## config.mk

```make
export PLATFORM = sky130hd
export DESIGN_NAME = mem_stage_lsu
export DESIGN_NICKNAME = d
export VERILOG_FILES = /design/src/rtl/rv_mem_pkg.sv /design/src/rtl/lsu_align.sv /design/src/rtl/mem_stage_lsu.sv
export SDC_FILE = /design/constraint.sdc
export NUM_CORES = 1
export LEC_CHECK = 0
export CELL_PAD_IN_SITES_DETAIL_PLACEMENT = 0
export CELL_PAD_IN_SITES_GLOBAL_PLACEMENT = 1
export CORE_AREA = 2 2 135 137
export CTS_BUF_LIST = sky130_fd_sc_hd__clkbuf_16
export DETAILED_ROUTE_END_ITERATION = 8
export DIE_AREA = 0 0 137 139
export DONT_BUFFER_PORTS = 1
export PLACE_DENSITY = 0.62
export SLEW_MARGIN = 10
export SYNTH_ARGS = -nofsm -noshare
export SYNTH_HDL_FRONTEND = slang
export SYNTH_SLANG_ARGS = --single-unit
```

## constraint.sdc

```tcl
create_clock -name clk -period 3.9 [get_ports clk]
set_clock_uncertainty 0.05 [all_clocks]
set_input_delay 0.39 -clock clk [delete_from_list [all_inputs] [get_ports clk]]
set_output_delay 0.39 -clock clk [all_outputs]
set_load 0.03 [all_outputs]
```

## src/rtl/rv_mem_pkg.sv

```systemverilog
// rv_mem_pkg: opcode, access-size, writeback-select and FSM encodings shared by the memory stage
package rv_mem_pkg;
    localparam logic [6:0] OP_LOAD  = 7'b0000011;
    localparam logic [6:0] OP_STORE = 7'b0100011;
    localparam logic [2:0] F3_B  = 3'b000;
    localparam logic [2:0] F3_H  = 3'b001;
    localparam logic [2:0] F3_W  = 3'b010;
    localparam logic [2:0] F3_BU = 3'b100;
    localparam logic [2:0] F3_HU = 3'b101;
    localparam logic [1:0] SZ_B  = 2'b00;
    localparam logic [1:0] SZ_H  = 2'b01;
    localparam logic [1:0] M2R_ALU  = 2'b00;
    localparam logic [1:0] M2R_LOAD = 2'b01;
    localparam logic [1:0] M2R_PC4  = 2'b10;
    typedef enum logic [0:0] {S_IDLE = 1'b0, S_WAIT = 1'b1} state_t;
endpackage

```

## src/rtl/lsu_align.sv

```systemverilog
// lsu_align: store lane/byte-enable generation and load lane extract with sign/zero extension
//   funct3     in  3   access size (bits 1:0) and unsigned flag (bit 2)
//   addr_lo    in  2   low effective-address bits selecting the lane
//   store_data in  32  rs2 store value
//   rdata      in  32  read word from data memory
//   be         out 4   byte enables
//   wdata      out 32  lane-replicated store data
//   load_data  out 32  extracted and extended load value
import rv_mem_pkg::*;

module lsu_align (
    input  logic [2:0]  funct3,
    input  logic [1:0]  addr_lo,
    input  logic [31:0] store_data,
    input  logic [31:0] rdata,
    output logic [3:0]  be,
    output logic [31:0] wdata,
    output logic [31:0] load_data
);
    logic [1:0]  size;
    logic [7:0]  lb;
    logic [15:0] lh;
    logic        sx;
    always_comb begin
        size      = funct3[1:0];
        sx        = ~funct3[2];
        lb        = rdata[{addr_lo, 3'b000} +: 8];
        lh        = addr_lo[1] ? rdata[31:16] : rdata[15:0];
        be        = size == SZ_B ? 4'b0001 << addr_lo :
                    size == SZ_H ? (addr_lo[1] ? 4'b1100 : 4'b0011) : 4'b1111;
        wdata     = size == SZ_B ? {4{store_data[7:0]}} :
                    size == SZ_H ? {2{store_data[15:0]}} : store_data;
        load_data = size == SZ_B ? {{24{sx & lb[7]}}, lb} :
                    size == SZ_H ? {{16{sx & lh[15]}}, lh} : rdata;
    end
endmodule

```

## src/rtl/mem_stage_lsu.sv

```systemverilog
// mem_stage_lsu: RV32I memory stage - dmem req/ack handshake with timeout, upstream stall, MEM/WB register
//   clk, rst (async, active-high)
//   ex_mem_*   in   EX/MEM register outputs (instr, ALUOut, rs2_data, pc, mem_to_reg, regWrite, rd)
//   dmem_*     out  req/we/addr/be/wdata held stable until dmem_ack; dmem_ack/dmem_rdata in
//   mem_stall  out  holds EX/MEM and earlier stages while an access is outstanding
//   dmem_timeout out one-cycle pulse when an access is aborted after ACK_TIMEOUT cycles
//   mem_wb_*   out  MEM/WB register
// Optional MEM_MISALIGN_TRAP_EN: misaligned half/word accesses trap (misalign_exc, mem_wb_badaddr)
import rv_mem_pkg::*;

module mem_stage_lsu #(
    parameter int XLEN        = 32,
    parameter int ACK_TIMEOUT = 16
) (
    input  logic            clk,
    input  logic            rst,
    input  logic [31:0]     ex_mem_instr,
    input  logic [XLEN-1:0] ex_mem_ALUOut,
    input  logic [XLEN-1:0] ex_mem_rs2_data,
    input  logic [XLEN-1:0] ex_mem_pc,
    input  logic [1:0]      ex_mem_mem_to_reg,
    input  logic            ex_mem_regWrite,
    input  logic [4:0]      ex_mem_rd,
    output logic            dmem_req,
    output logic            dmem_we,
    output logic [XLEN-1:0] dmem_addr,
    output logic [3:0]      dmem_be,
    output logic [XLEN-1:0] dmem_wdata,
    input  logic            dmem_ack,
    input  logic [XLEN-1:0] dmem_rdata,
    output logic            mem_stall,
    output logic            dmem_timeout,
`ifdef MEM_MISALIGN_TRAP_EN
    output logic            misalign_exc,
    output logic [XLEN-1:0] mem_wb_badaddr,
`endif
    output logic [XLEN-1:0] mem_wb_alu_out,
    output logic [XLEN-1:0] mem_wb_load_data,
    output logic [XLEN-1:0] mem_wb_pc,
    output logic [1:0]      mem_wb_mem_to_reg,
    output logic            mem_wb_regWrite,
    output logic [4:0]      mem_wb_rd
);
    localparam int CW = ACK_TIMEOUT > 1 ? $clog2(ACK_TIMEOUT) : 1;
    state_t          state;
    logic [CW-1:0]   cnt;
    logic            is_load, is_store, misalign, access, timeout, bubble;
    logic [3:0]      be;
    logic [XLEN-1:0] load_ext;
    logic            unused_instr;
    assign unused_instr = ^{ex_mem_instr[31:15], ex_mem_instr[11:7]};
    lsu_align u_align (
        .funct3     (ex_mem_instr[14:12]),
        .addr_lo    (ex_mem_ALUOut[1:0]),
        .store_data (ex_mem_rs2_data),
        .rdata      (dmem_rdata),
        .be         (be),
        .wdata      (dmem_wdata),
        .load_data  (load_ext)
    );
    always_comb begin
        is_load      = ex_mem_instr[6:0] == OP_LOAD;
        is_store     = ex_mem_instr[6:0] == OP_STORE;
`ifdef MEM_MISALIGN_TRAP_EN
        // funct3[1] marks a word access, funct3[0] a half access
        misalign     = (is_load | is_store) & ~rst &
                       (ex_mem_instr[13] ? |ex_mem_ALUOut[1:0] : ex_mem_instr[12] & ex_mem_ALUOut[0]);
        misalign_exc = misalign;
`else
        misalign     = 1'b0;
`endif
        // reset kills the request combinationally so a mid-WAIT reset drops req at once
        access       = (is_load | is_store) & ~misalign & ~rst;
        // an ack arriving in the final WAIT cycle still wins over the abort
        timeout      = ACK_TIMEOUT != 0 && state == S_WAIT && !dmem_ack && cnt == CW'(ACK_TIMEOUT - 1);
        dmem_req     = access & ~timeout;
        mem_stall    = dmem_req & ~dmem_ack;
        dmem_timeout = timeout;
        bubble       = mem_stall | timeout | misalign;
        dmem_we      = dmem_req & is_store;
        dmem_be      = dmem_req ? be : 4'b0000;
        dmem_addr    = {ex_mem_ALUOut[XLEN-1:2], 2'b00};
    end
    always_ff @(posedge clk or posedge rst) begin
        if (rst) begin
            state             <= S_IDLE;
            cnt               <= '0;
            mem_wb_alu_out    <= '0;
            mem_wb_load_data  <= '0;
            mem_wb_pc         <= '0;
            mem_wb_mem_to_reg <= '0;
            mem_wb_regWrite   <= 1'b0;
            mem_wb_rd         <= '0;
`ifdef MEM_MISALIGN_TRAP_EN
            mem_wb_badaddr    <= '0;
`endif
        end else begin
            state             <= mem_stall ? S_WAIT : S_IDLE;
            cnt               <= state == S_WAIT && mem_stall ? cnt + 1'b1 : '0;
            mem_wb_alu_out    <= bubble ? '0 : ex_mem_ALUOut;
            mem_wb_load_data  <= bubble || !is_load ? '0 : load_ext;
            mem_wb_pc         <= bubble ? '0 : ex_mem_pc;
            mem_wb_mem_to_reg <= bubble ? '0 : ex_mem_mem_to_reg;
            mem_wb_regWrite   <= !bubble && ex_mem_regWrite && !is_store;
            mem_wb_rd         <= bubble ? '0 : ex_mem_rd;
`ifdef MEM_MISALIGN_TRAP_EN
            if (misalign) mem_wb_badaddr <= ex_mem_ALUOut;
`endif
        end
    end
endmodule

```

==> impl_metrics.yaml <==
clock_network:
  htree_levels: 3
  cts-root-buf: "clkbuf_16"
  cts_buffers: 9
  path_clk_slew_ns: 0.08
  cts.path.max_buffers: 2
  clk_latency_ns: 0.35
  clkSinkCount: 109
  post_cts_resized: 0
  cts_tree: "yes"
sta:
  finalMaxSlewViolations: 0
  timing.hold.ws_ns: 0.0571
  relSlewSlack: 0.274
  setup-tns-final_ns: 0
  finalHoldViolCount: 0
  worstMarginPinSlew_ns: 1.08
  min_period_ns: 2.56
  clock.fmax_mhz: 390
  finalSetupViolCount: 0
  post-route-period-util: 0.657
  rsz0062_at_grt: "false"
finish:
  synthToLayoutAreaGrowth_pct: 5.18
  final_cell_mix: "dfrtp_1 (109), and2_1 (72), nor2_1 (29)"
  post_route_cells_drive_above_1_share: 0.150
  final_common_cell: "dfrtp_1"
  final_nets: 567
  largestRegisters: "mem_wb_alu_out: 32 flops, mem_wb_load_data: 32 flops, mem_wb_pc: 32 flops"
die:
  start_util: 0.276
  die_w_um: 137
  rows: 49
  die-area_sq_um: 19000
  ioPinCount: 347
  coreArea_sq_um: 17700
  die_y_um: 139
power_and_ir_drop:
  p_per_area_nw_per_um2: 472
  ir_drop_uv: 179
  p_leak_nw: 2.19
global_routing:
  grt_overflow_total: 0
  grt_use_total: 0.155
  grt_max_degree: 73
  antenna_found_initial: 3
  grt_pass1_vias: 3247
  grt_pass1_wl_mm: 21.3
setup_path:
  path_class: "reg -> out"
  crit_chain: "ha_1 > nand3_1 > o21ai_1 > nor3_1 > buf_4"
  required_ns: 3.46
  crit_path_max_incr_delay_ns: 0.71
  cp.arrival_ns: 2.12
  worstSetupStartpointType: "register"
  crit_path_max_fanout: 11
  slowest_stage: "o21ai_1"
  worstSetupEndpointType: "output pin"
drt:
  vias: 3076
  antenna_left: 0
  drt-pass1-iter-count: 4
  wirelength_mm: 15.0
  post_drt_wl_per_cell_um: 23.7
  remaining_drc_errors: 0
  viasPerCell: 4.87
  drt-initial-drc-count: 155
status:
  status: "completed"
synth:
  avgSynthCellArea_sq_um: 11.1
  synth_edf_count: 0
  synthFlopType: "dfrtp_1"
  syn_inst: 438
  ys_ff_latch: 109
  yosys_warnings: 0
  synth_cell_type_count: 44
  ys_async_sr_fraction: 1.00
  ys_seq_area_frac: 0.559
  syn_area_sq_um: 4880
placed_design:
  io_buffers: 0
  place_congestion: 0.778
  dp_hpwl_mm: 11.5
hold_path:
  min_path_type: "in -> reg"
job:
  maxCapViolations: 0
## report_power, final
part	leakage [nW]	switching, mW	internal [mW]
logic	0.683	0.123	0.0650
clock network	0.154	0.451	0.510
registers	1.36	0.104	1.17
total	2.19	0.678	1.74
## routing by layer
metal | up-vias | global-route usage | share of wire
met5 | - | 0 | 0
met4 | 0 | 0.0564 | 0.022
met3 | 25 | 0.0556 | 0.10
li1 | 1329 | - | -
met2 | 227 | 0.283 | 0.53
met1 | 1495 | 0.160 | 0.34
## final timing paths
check | startpoint | endpoint | depth (start not counted) | slack, ns
worst max-delay path | cnt[0]$_DFF_PP0_ | dmem_be[2] | 5 | 1.34
worst min-delay path | rst | cnt[0]$_DFF_PP0_ | 1 | 0.06
worst max register to register | cnt[0]$_DFF_PP0_ | mem_wb_pc[21]$_DFF_PP0_ | 6 | 1.69
worst min register to register | cnt[0]$_DFF_PP0_ | cnt[0]$_DFF_PP0_ | 1 | 0.42
max in group asynchronous | rst | mem_wb_pc[9]$_DFF_PP0_ | 3 | 2.45
min in group asynchronous | rst | mem_wb_load_data[9]$_DFF_PP0_ | 2 | 0.46
## repair_timing
action,4_1_cts,5_1_grt
setup buffers,0,0
hold buffers,1,0
endpoints found under the hold margin,25,0
## cell usage after synthesis, drive strengths merged (3+ instances only)
library cell,instances,area share
a2111oi,6,0.011
a221oi,7,0.013
buf,52,0.082
a21oi,20,0.024
mux2,16,0.037
nor3,8,0.0082
dfrtp,109,0.56
nand2,13,0.010
and2,72,0.092
or3,7,0.0090
nor4,3,0.0038
clkbuf,13,0.010
nand3,5,0.0062
o21ai,16,0.016
nand2b,3,0.0054
inv,10,0.0077
nor2,40,0.036
mux2i,18,0.037
## through the flow
step	utilization	power (mW)	worst slack, ns	instance area [sq um]	instances
global placement	0.271	1.48	1.53	4790	611
CTS	0.289	2.45	1.29	5100	628
detailed placement	0.271	1.49	1.47	4790	611
finish	0.291	2.42	1.34	5130	631
floorplan	-	1.54	0.378	4880	439
global route	0.291	2.52	1.13	5130	631
## area by class of cell
type,count,area [sq um]
Timing Repair Buffer,10,97.6
Antenna cell,2,5.00
Multi-Input combinational cell,255,1670
Clock buffer,9,225
Clock inverter,7,80.1
Fill cell,1822,12500
Inverter,10,40.0
Sequential cell,109,2730
Tap cell,229,287
## critical path: cells and delay by family (launching register included)
| family | cells | cell delay [ns] |
|---|---|---|
| AO/OA/AOI/OAI | 1 | 0.71 |
| flip-flops | 1 | 0.37 |
| AND/OR/NAND/NOR | 2 | 0.26 |
| adder cells (fa/ha/maj) | 1 | 0.21 |
| buffers and inverters | 1 | 0.21 |
## cell families after synthesis
family / after synthesis / share of synthesized area
and+or+nand+nor: 158 / 0.182
DFF: 109 / 0.559
buffers and inverters: 75 / 0.0995
AOI/OAI and AO/OA: 58 / 0.0790
muxes: 34 / 0.0738
xor gates and xnor gates: 2 / 0.00359
adders and majority gates: 1 / 0.00256
other: 1 / 0.000768
No activity file was read; power rests on OpenSTA's default activity.
